`config.mk`:
```
export PLATFORM = sky130hd
export DESIGN_NAME = psum_accum
export DESIGN_NICKNAME = d
export VERILOG_FILES = /design/src/rtl/psum_accum.sv
export SDC_FILE = /design/constraint.sdc
export NUM_CORES = 1
export LEC_CHECK = 0
export ABC_AREA = 1
export BUFFER_PORTS_ARGS = -buffer_cell sky130_fd_sc_hd__buf_4
export CAP_MARGIN = 40
export CORE_UTILIZATION = 40
export DETAILED_ROUTE_END_ITERATION = 8
export PLACE_DENSITY = 0.58
export SLEW_MARGIN = 20
export SYNTH_ARGS = -nofsm -noshare
export SYNTH_HDL_FRONTEND = slang
export SYNTH_SLANG_ARGS = --single-unit
export TNS_END_PERCENT = 10
```
`constraint.sdc`:
```
create_clock -name i_clock -period 7.2 [get_ports i_clock]
set_input_delay 1.44 -clock i_clock [delete_from_list [all_inputs] [get_ports i_clock]]
set_output_delay 1.44 -clock i_clock [all_outputs]
set_load 0.02 [all_outputs]
```
`src/rtl/psum_accum.sv`:
```
// Partial-sum accumulator: sums LEN beats of i_psum into one registered result with a
// valid/ready handshake on both sides. Saturation is enabled by defining PSUM_ACCUM_SAT_EN.
module psum_accum #(
   parameter int unsigned BW    = 8,
   parameter int unsigned ACC_W = 32,
   parameter int unsigned LEN   = 16
) (
   input  logic              i_clock,
   input  logic              i_reset_n,
   input  logic [2*BW-1:0]   i_psum,
   input  logic              i_valid,
   output logic              o_ready,
   input  logic              i_flush,
   output logic [ACC_W-1:0]  o_acc,
   output logic              o_valid,
   input  logic              i_ready,
   output logic [15:0]       o_count,
   output logic              o_ovf
);

   typedef enum logic [1:0] {StIdle, StAccum, StHold} state_e;

   state_e           state_q, state_d;
   logic [ACC_W-1:0] acc_q, acc_d;
   logic [ACC_W-1:0] res_q, res_d;
   logic [15:0]      count_q, count_d;
   logic             valid_q, valid_d;
   logic [ACC_W-1:0] base;
   logic [ACC_W-1:0] sum;
   logic [15:0]      count_inc;
   logic             last;

   assign o_ready   = (state_q != StHold);
   assign o_acc     = res_q;
   assign o_valid   = valid_q;
   assign o_count   = count_q;

   // First beat of a result loads rather than adds, so stale acc never leaks in.
   assign base      = (count_q == 16'd0) ? '0 : acc_q;
   assign count_inc = count_q + 16'd1;
   assign last      = (count_inc == 16'(LEN));

`ifdef PSUM_ACCUM_SAT_EN
   logic [ACC_W:0] sum_wide;
   logic           overflow;
   logic           ovf_q, ovf_d;

   assign sum_wide = {1'b0, base} + (ACC_W+1)'(i_psum);
   assign overflow = sum_wide[ACC_W];
   assign sum      = overflow ? '1 : sum_wide[ACC_W-1:0];
   assign o_ovf    = ovf_q;

   always_comb begin
      ovf_d = ovf_q;
      if (i_flush) begin
         ovf_d = 1'b0;
      end else if (state_q == StHold) begin
         if (i_ready) ovf_d = 1'b0;
      end else if (i_valid && overflow) begin
         ovf_d = 1'b1;
      end
   end

   always_ff @(posedge i_clock or negedge i_reset_n) begin
      if (!i_reset_n) ovf_q <= 1'b0;
      else            ovf_q <= ovf_d;
   end
`else
   assign sum   = base + ACC_W'(i_psum);
   assign o_ovf = 1'b0;
`endif

   always_comb begin
      state_d = state_q;
      acc_d   = acc_q;
      count_d = count_q;
      res_d   = res_q;
      valid_d = valid_q;
      if (i_flush) begin
         state_d = StIdle;
         acc_d   = '0;
         count_d = 16'd0;
         valid_d = 1'b0;
      end else begin
         unique case (state_q)
            StIdle, StAccum: begin
               if (i_valid) begin
                  acc_d   = sum;
                  count_d = count_inc;
                  if (last) begin
                     res_d   = sum;
                     valid_d = 1'b1;
                     state_d = StHold;
                  end else begin
                     state_d = StAccum;
                  end
               end
            end
            StHold: begin
               if (i_ready) begin
                  valid_d = 1'b0;
                  count_d = 16'd0;
                  state_d = StIdle;
               end
            end
            default: state_d = StIdle;
         endcase
      end
   end

   always_ff @(posedge i_clock or negedge i_reset_n) begin
      if (!i_reset_n) begin
         state_q <= StIdle;
         acc_q   <= '0;
         res_q   <= '0;
         count_q <= 16'd0;
         valid_q <= 1'b0;
      end else begin
         state_q <= state_d;
         acc_q   <= acc_d;
         res_q   <= res_d;
         count_q <= count_d;
         valid_q <= valid_d;
      end
   end

endmodule
```
# --- Word-level counts from Yosys, hierarchy flattened ---
# Index checks and enable logic that the tools add are counted.
totals:
  ff_bits: 83
  in_bits: 21
op_classes:
  n_addsub: 2
  eq_ne: 7
  n_mux: 18
  bitwise_logic: 1
  n_reduce_logical: 11
op_table:
  columns: ["op", "n"]
  rows:
  - ["$mux 32", 4]
  - ["$mux 16", 3]
  - ["$add 32x16->32", 1]
  - ["$pmux 16 s2", 1]
  - ["$add 16x1->16 const B", 1]
  - ["$eq 16x5->1 const B", 1]
  - ["$logic_not 16->1", 1]
  - ["$ne 3x3->1 const B", 3]
  - ["$mux 2", 4]
  - ["$reduce_and 4->1", 2]
  - ["$mux 1", 4]
  - ["$pmux 2 s2", 1]
  - ["$reduce_and 2->1", 2]
  - ["$reduce_bool 2->1", 2]
  - ["$reduce_and 3->1", 1]
  - ["$reduce_bool 3->1", 1]
  - ["$eq 2x1->1 const B", 1]
  - ["$eq 2x2->1 const B", 1]
  - ["$logic_not 2->1", 1]
  - ["$ne 2x2->1 const B", 1]
  - ["$pmux 1 s2", 1]
  - ["$reduce_or 2->1", 1]
  - ["$not 1->1", 1]

# --- Logic depth before layout (Yosys ltp) ---
logic_depth:
  ltp_word: 6
  depth_mapped: 23

# --- Worst setup path before layout ---
# Ideal clock, no wire load.
synth_timing:
  path_kind: "register -> register"
  from: "register count_q[0] (netlist: o_count[0])"
  to: "register acc_q[18]"
  setup_ns: 0.127
  arrival_time_ns: 3.024
  slack_ns: 4.049
  stages_incl_launch_ff: 21
  path_buffers: 1
  synth_period_minus_slack_ns: 3.151
  cell_sequence: "dfrtp_1 > inv_1 > ha_1 > nand2_1 > nor2_1 > nand2_2 > clkinv_1 > clkbuf_1 > nor2_1 > ha_1 > fa_1 > nand2_1 > nand2_1 > nand2_1 > o21ai_0 > nand2_1 > nand2_1 > nand2_1 > nand2_1 > xor2_1 > o21ai_0"
synth_between:
  elab_chain_cells: 6
synth_lines:
  columns: ["item", "line_no", "text"]
  rows:
  - ["from (decl)", "26", "logic [15:0] count_q, count_d;"]
  - ["from (signal assigned)", "122", "count_q <= count_d;"]
  - ["$logic_not 16->1", "39", "assign base = (count_q == 16'd0) ? '0 : acc_q;"]
  - ["$mux 32", "39", null]
  - ["$add 32x16->32", "69", "assign sum = base + ACC_W'(i_psum);"]
  - ["$mux 32", "87", "if (i_valid) begin"]
  - ["$mux 32", "85", "unique case (state_q)"]
  - ["$mux 32", "79", "if (i_flush) begin"]
  - ["to (signal assigned)", "114", "acc_q <= '0;"]
  - ["to (signal assigned)", "120", "acc_q <= acc_d;"]
  - ["to (decl)", "24", "logic [ACC_W-1:0] acc_q, acc_d;"]
# No other way between the ends. The select of a mux whose other input is x is not followed.
# A chain may end at the register's enable or synchronous reset.

# --- Worst setup path in the final report ---
layout_timing:
  from: "register count_q[0] (netlist: o_count[0])"
  to: "register acc_q[30]"
# The elaborated chain is that of the path after synthesis.

==> impl_metrics.env <==
export IMPL_grt_pass1_vias=4560
export IMPL_worst_skew_pair_late_latency_ps=340
export IMPL_post_cts_repair_setup_buffers=0
export IMPL_synthCells=696
export IMPL_finalSetupViolCount=0
export IMPL_cap_viol_max_count=0
export IMPL_fill_cells=1298
export IMPL_final_critical_path_setup_slack_ps=3170
export IMPL_yosys_most_used_dff="sky130_fd_sc_hd__dfrtp_1"
export IMPL_layout_cell_area_non_filler_um2=6050
export IMPL_clkTransAtPathRegs_ps=60
export IMPL_h_tree_depth=3
export IMPL_place_area_um2=5750
export IMPL_net_count_after_synthesis=736
export IMPL_worst_ep_required_time_ps=7430
export IMPL_finalWorstPathRequiredPeriod_ps=4030
export IMPL_critPathArrivalTime_ps=4260
export IMPL_totalNegativeSetupSlack_ps=0
export IMPL_final_core_utilization=0.495
export IMPL_cts_made_buffers=9
export IMPL_rsz_0062_raised_after_global_routing="no"
export IMPL_most_instantiated_library_cell_after_synthesis="sky130_fd_sc_hd__nand2_1"
export IMPL_route_detailed_drc=0
export IMPL_gr_usage_met1=0.275
export IMPL_io_buffers=70
export IMPL_grt_first_pass_wirelength_um=21700
export IMPL_n_antenna_cell=0
export IMPL_number_of_warnings_issued_by_yosys=0
export IMPL_report_final_slew_viol_count=0
export IMPL_detail_route_vias_per_cell=4.90
export IMPL_clkSinkCount=83
export IMPL_busiest_layer="met2"
export IMPL_coreArea_um2=12200
export IMPL_timing_critical_path_from_type="flop"
export IMPL_synth_top_family_by_area="simple AND/OR/NAND/NOR gates"
export IMPL_muxShareOfSynthArea=0
export IMPL_globalRoute_totalOverflow=0
export IMPL_synth_compound_gate_area_share=0.108
export IMPL_synth_xor_xnor_area_share=0.0380
export IMPL_gp_routability_congestion=0.876
export IMPL_synth_async_reset_ratio=1.00
export IMPL_global_routing_usage_on_met3=0.0312
export IMPL_initial_core_util=0.416
export IMPL_post_synth_fa_ha_maj_area_fraction=0.0483
export IMPL_die_height_um=115
export IMPL_synthDominantCellAreaShare=0.409
export IMPL_yosys_area_top_type="sky130_fd_sc_hd__dfrtp_1"
export IMPL_route_vias_total=4585
export IMPL_routed_length_per_placed_instance_um=13.5
export IMPL_critPathMaxFanout=27
export IMPL_synthSimpleGateAreaFrac=0.321
export IMPL_finalWirelength_um=12600
export IMPL_route_antenna_remaining_nets=0
export IMPL_cts_path_max_buffers=2
export IMPL_use_met2=0.357
export IMPL_synthesized_area_per_cell_um2=7.29
export IMPL_antenna_found_initial=0
export IMPL_p_per_area_nw_per_um2=179
export IMPL_cts_tree="done"
export IMPL_holdBufCountCts=0
export IMPL_endpoint_kind="flop"
export IMPL_maxClockFrequency_mhz=248
export IMPL_flow_area_growth_from_synthesis_pct=19.1
export IMPL_grt_start_max_net_pins=54
export IMPL_drt_initial_drc_count=238
export IMPL_hpwlAfterDp_um=9140
export IMPL_num_rows=40
export IMPL_die_w_um=115
export IMPL_timing_setup_critical_path_class="reg2reg"
export IMPL_floorplan_die_area_um2=13100
export IMPL_post_synth_num_cell_types=37
export IMPL_hp_class="reg2reg"
export IMPL_sequential_cell_area_fraction_in_the_yosys_report=0.409
export IMPL_finalNetCount=804
export IMPL_dpl_worst_slack_ps=3100
export IMPL_cell_area_synth_um2=5080
export IMPL_ys_top_cells_by_count="241 x sky130_fd_sc_hd__nand2_1, 83 x sky130_fd_sc_hd__dfrtp_1, 80 x sky130_fd_sc_hd__nor2_1"
export IMPL_io_pins=72
export IMPL_synthesized_flop_and_latch_total=83
export IMPL_vdd_drop_max_uv=98.7
export IMPL_share_of_post_route_cells_with_drive_strength_above_1=0.155
export IMPL_drt_pass1_iter_count=6
export IMPL_clk_root_buffer_cell="sky130_fd_sc_hd__clkbuf_16"
export IMPL_post_route_period_util=0.560
export IMPL_max_slew_worst_pin_slew_ps=735
export IMPL_outcome="finished, final reports clean"
export IMPL_number_of_enable_type_register_cells_in_the_synthesized_netlist=0
export IMPL_synth_top_cells_by_area="sky130_fd_sc_hd__dfrtp_1 41%, sky130_fd_sc_hd__nand2_1 18%, sky130_fd_sc_hd__nor2_1 5.9%"
export IMPL_hold_viol=0
export IMPL_maxSlewHeadroom=0.509
export IMPL_globalRouteTotalUtil=0.211
export IMPL_post_cts_resize_count=0
export IMPL_finClkSkew_ps=6.39
export IMPL_fin_hold_ws_ps=480
export IMPL_leakage_power_uw=0.00302
[report_power, final]
part	internal [uW]	total, uW	switching, uW	leakage, uW
Combinational	44.3	138	93.2	0.00172
Clock	279	463	184	0.000151
Sequential	477	482	4.43	0.00114
[logic make-up after synthesis]
family	count (synthesis)
buf+inv	88
fa+ha+maj	19
flops	83
other cells	1
simple gates	394
xor+xnor	22
compound gates	89
[cells in the final DEF (no fill, tap or decap), drive strengths merged]
cell type	netlist	final
conb	1	1
o31ai	1	1
o21ai	46	46
clkinv	1	2
nand3b	3	3
nand3	48	48
o22ai	21	21
a21oi	16	16
dfrtp	83	83
nor2	85	85
fa	1	1
xnor2	10	10
nor3	3	3
and3	2	2
ha	18	18
clkbuf	8	14
nand4	7	7
xor2	12	12
o21bai	1	1
a31oi	2	2
buf	9	74
a22oi	1	1
nand2	245	245
or2	1	1
inv	70	70
o32ai	1	1
[registers in the layout, summed over array words and instances, names as in the netlist]
signal and cells:
acc_q 32, state_q 2, o_valid 1, o_count 16
o_acc 32
[critical path, stage by stage (launching register included)]
cell                       delay [ps]
sky130_fd_sc_hd__dfrtp_1          390
sky130_fd_sc_hd__inv_1            100
sky130_fd_sc_hd__ha_1             200
sky130_fd_sc_hd__nand2_1           60
sky130_fd_sc_hd__nor2_1            50
sky130_fd_sc_hd__nand2_2          360
sky130_fd_sc_hd__clkinv_1         610
sky130_fd_sc_hd__nor2_1           250
sky130_fd_sc_hd__ha_1             210
sky130_fd_sc_hd__fa_1             220
sky130_fd_sc_hd__nand2_1           60
sky130_fd_sc_hd__nand2_1           80
sky130_fd_sc_hd__nand2_1           80
sky130_fd_sc_hd__o21ai_0          380
sky130_fd_sc_hd__nand2_1           90
sky130_fd_sc_hd__nand2_1          120
sky130_fd_sc_hd__nand2_1           60
sky130_fd_sc_hd__nand2_1          220
sky130_fd_sc_hd__nand4_1          180
sky130_fd_sc_hd__nand3_1          130
sky130_fd_sc_hd__nand2_1           60
[final cells by class]
type | count | area [um2] | share of cell area
Timing Repair Buffer | 74 | 576 | 0.0952
Inverter | 71 | 267 | 0.0441
Sequential cell | 83 | 2080 | 0.343
Multi-Input combinational cell | 525 | 2620 | 0.433
Clock buffer | 14 | 294 | 0.0486
Tap cell | 168 | 210 | 0.0348
Clock inverter | 1 | 5.00 | 0.000828
[path summary, 6_finish.rpt]
kind | start | slack (ps) | cells after the start | to
setup / recovery | o_count[0]$_DFFE_PN0P_ | 3170 | 20 | acc_q[30]$_DFFE_PN0P_
hold / removal | o_valid$_DFFE_PN0P_ | 480 | 2 | o_valid$_DFFE_PN0P_
setup reg to reg | o_count[0]$_DFFE_PN0P_ | 3170 | 20 | acc_q[30]$_DFFE_PN0P_
hold reg to reg | o_valid$_DFFE_PN0P_ | 480 | 2 | o_valid$_DFFE_PN0P_
max in group asynchronous | i_reset_n | 5560 | 2 | acc_q[23]$_DFFE_PN0P_
min in group asynchronous | i_reset_n | 1030 | 1 | o_acc[5]$_DFFE_PN0P_
[metal layers]
| metal | vias to the layer above | share of wire |
|---|---|---|
| met5 | - | 0 |
| met4 | 0 | 0.016 |
| met3 | 18 | 0.045 |
| met2 | 119 | 0.47 |
| met1 | 2087 | 0.47 |
| li1 | 2361 | - |
[per-stage QoR]
step                      cells  total power (uW)
after floorplan             696               582
after global placement      919               625
after detailed placement    921               630
after CTS                   936              1100
after global routing        936              1130
final                       936              1080
No activity file was read; power rests on OpenSTA's default activity.
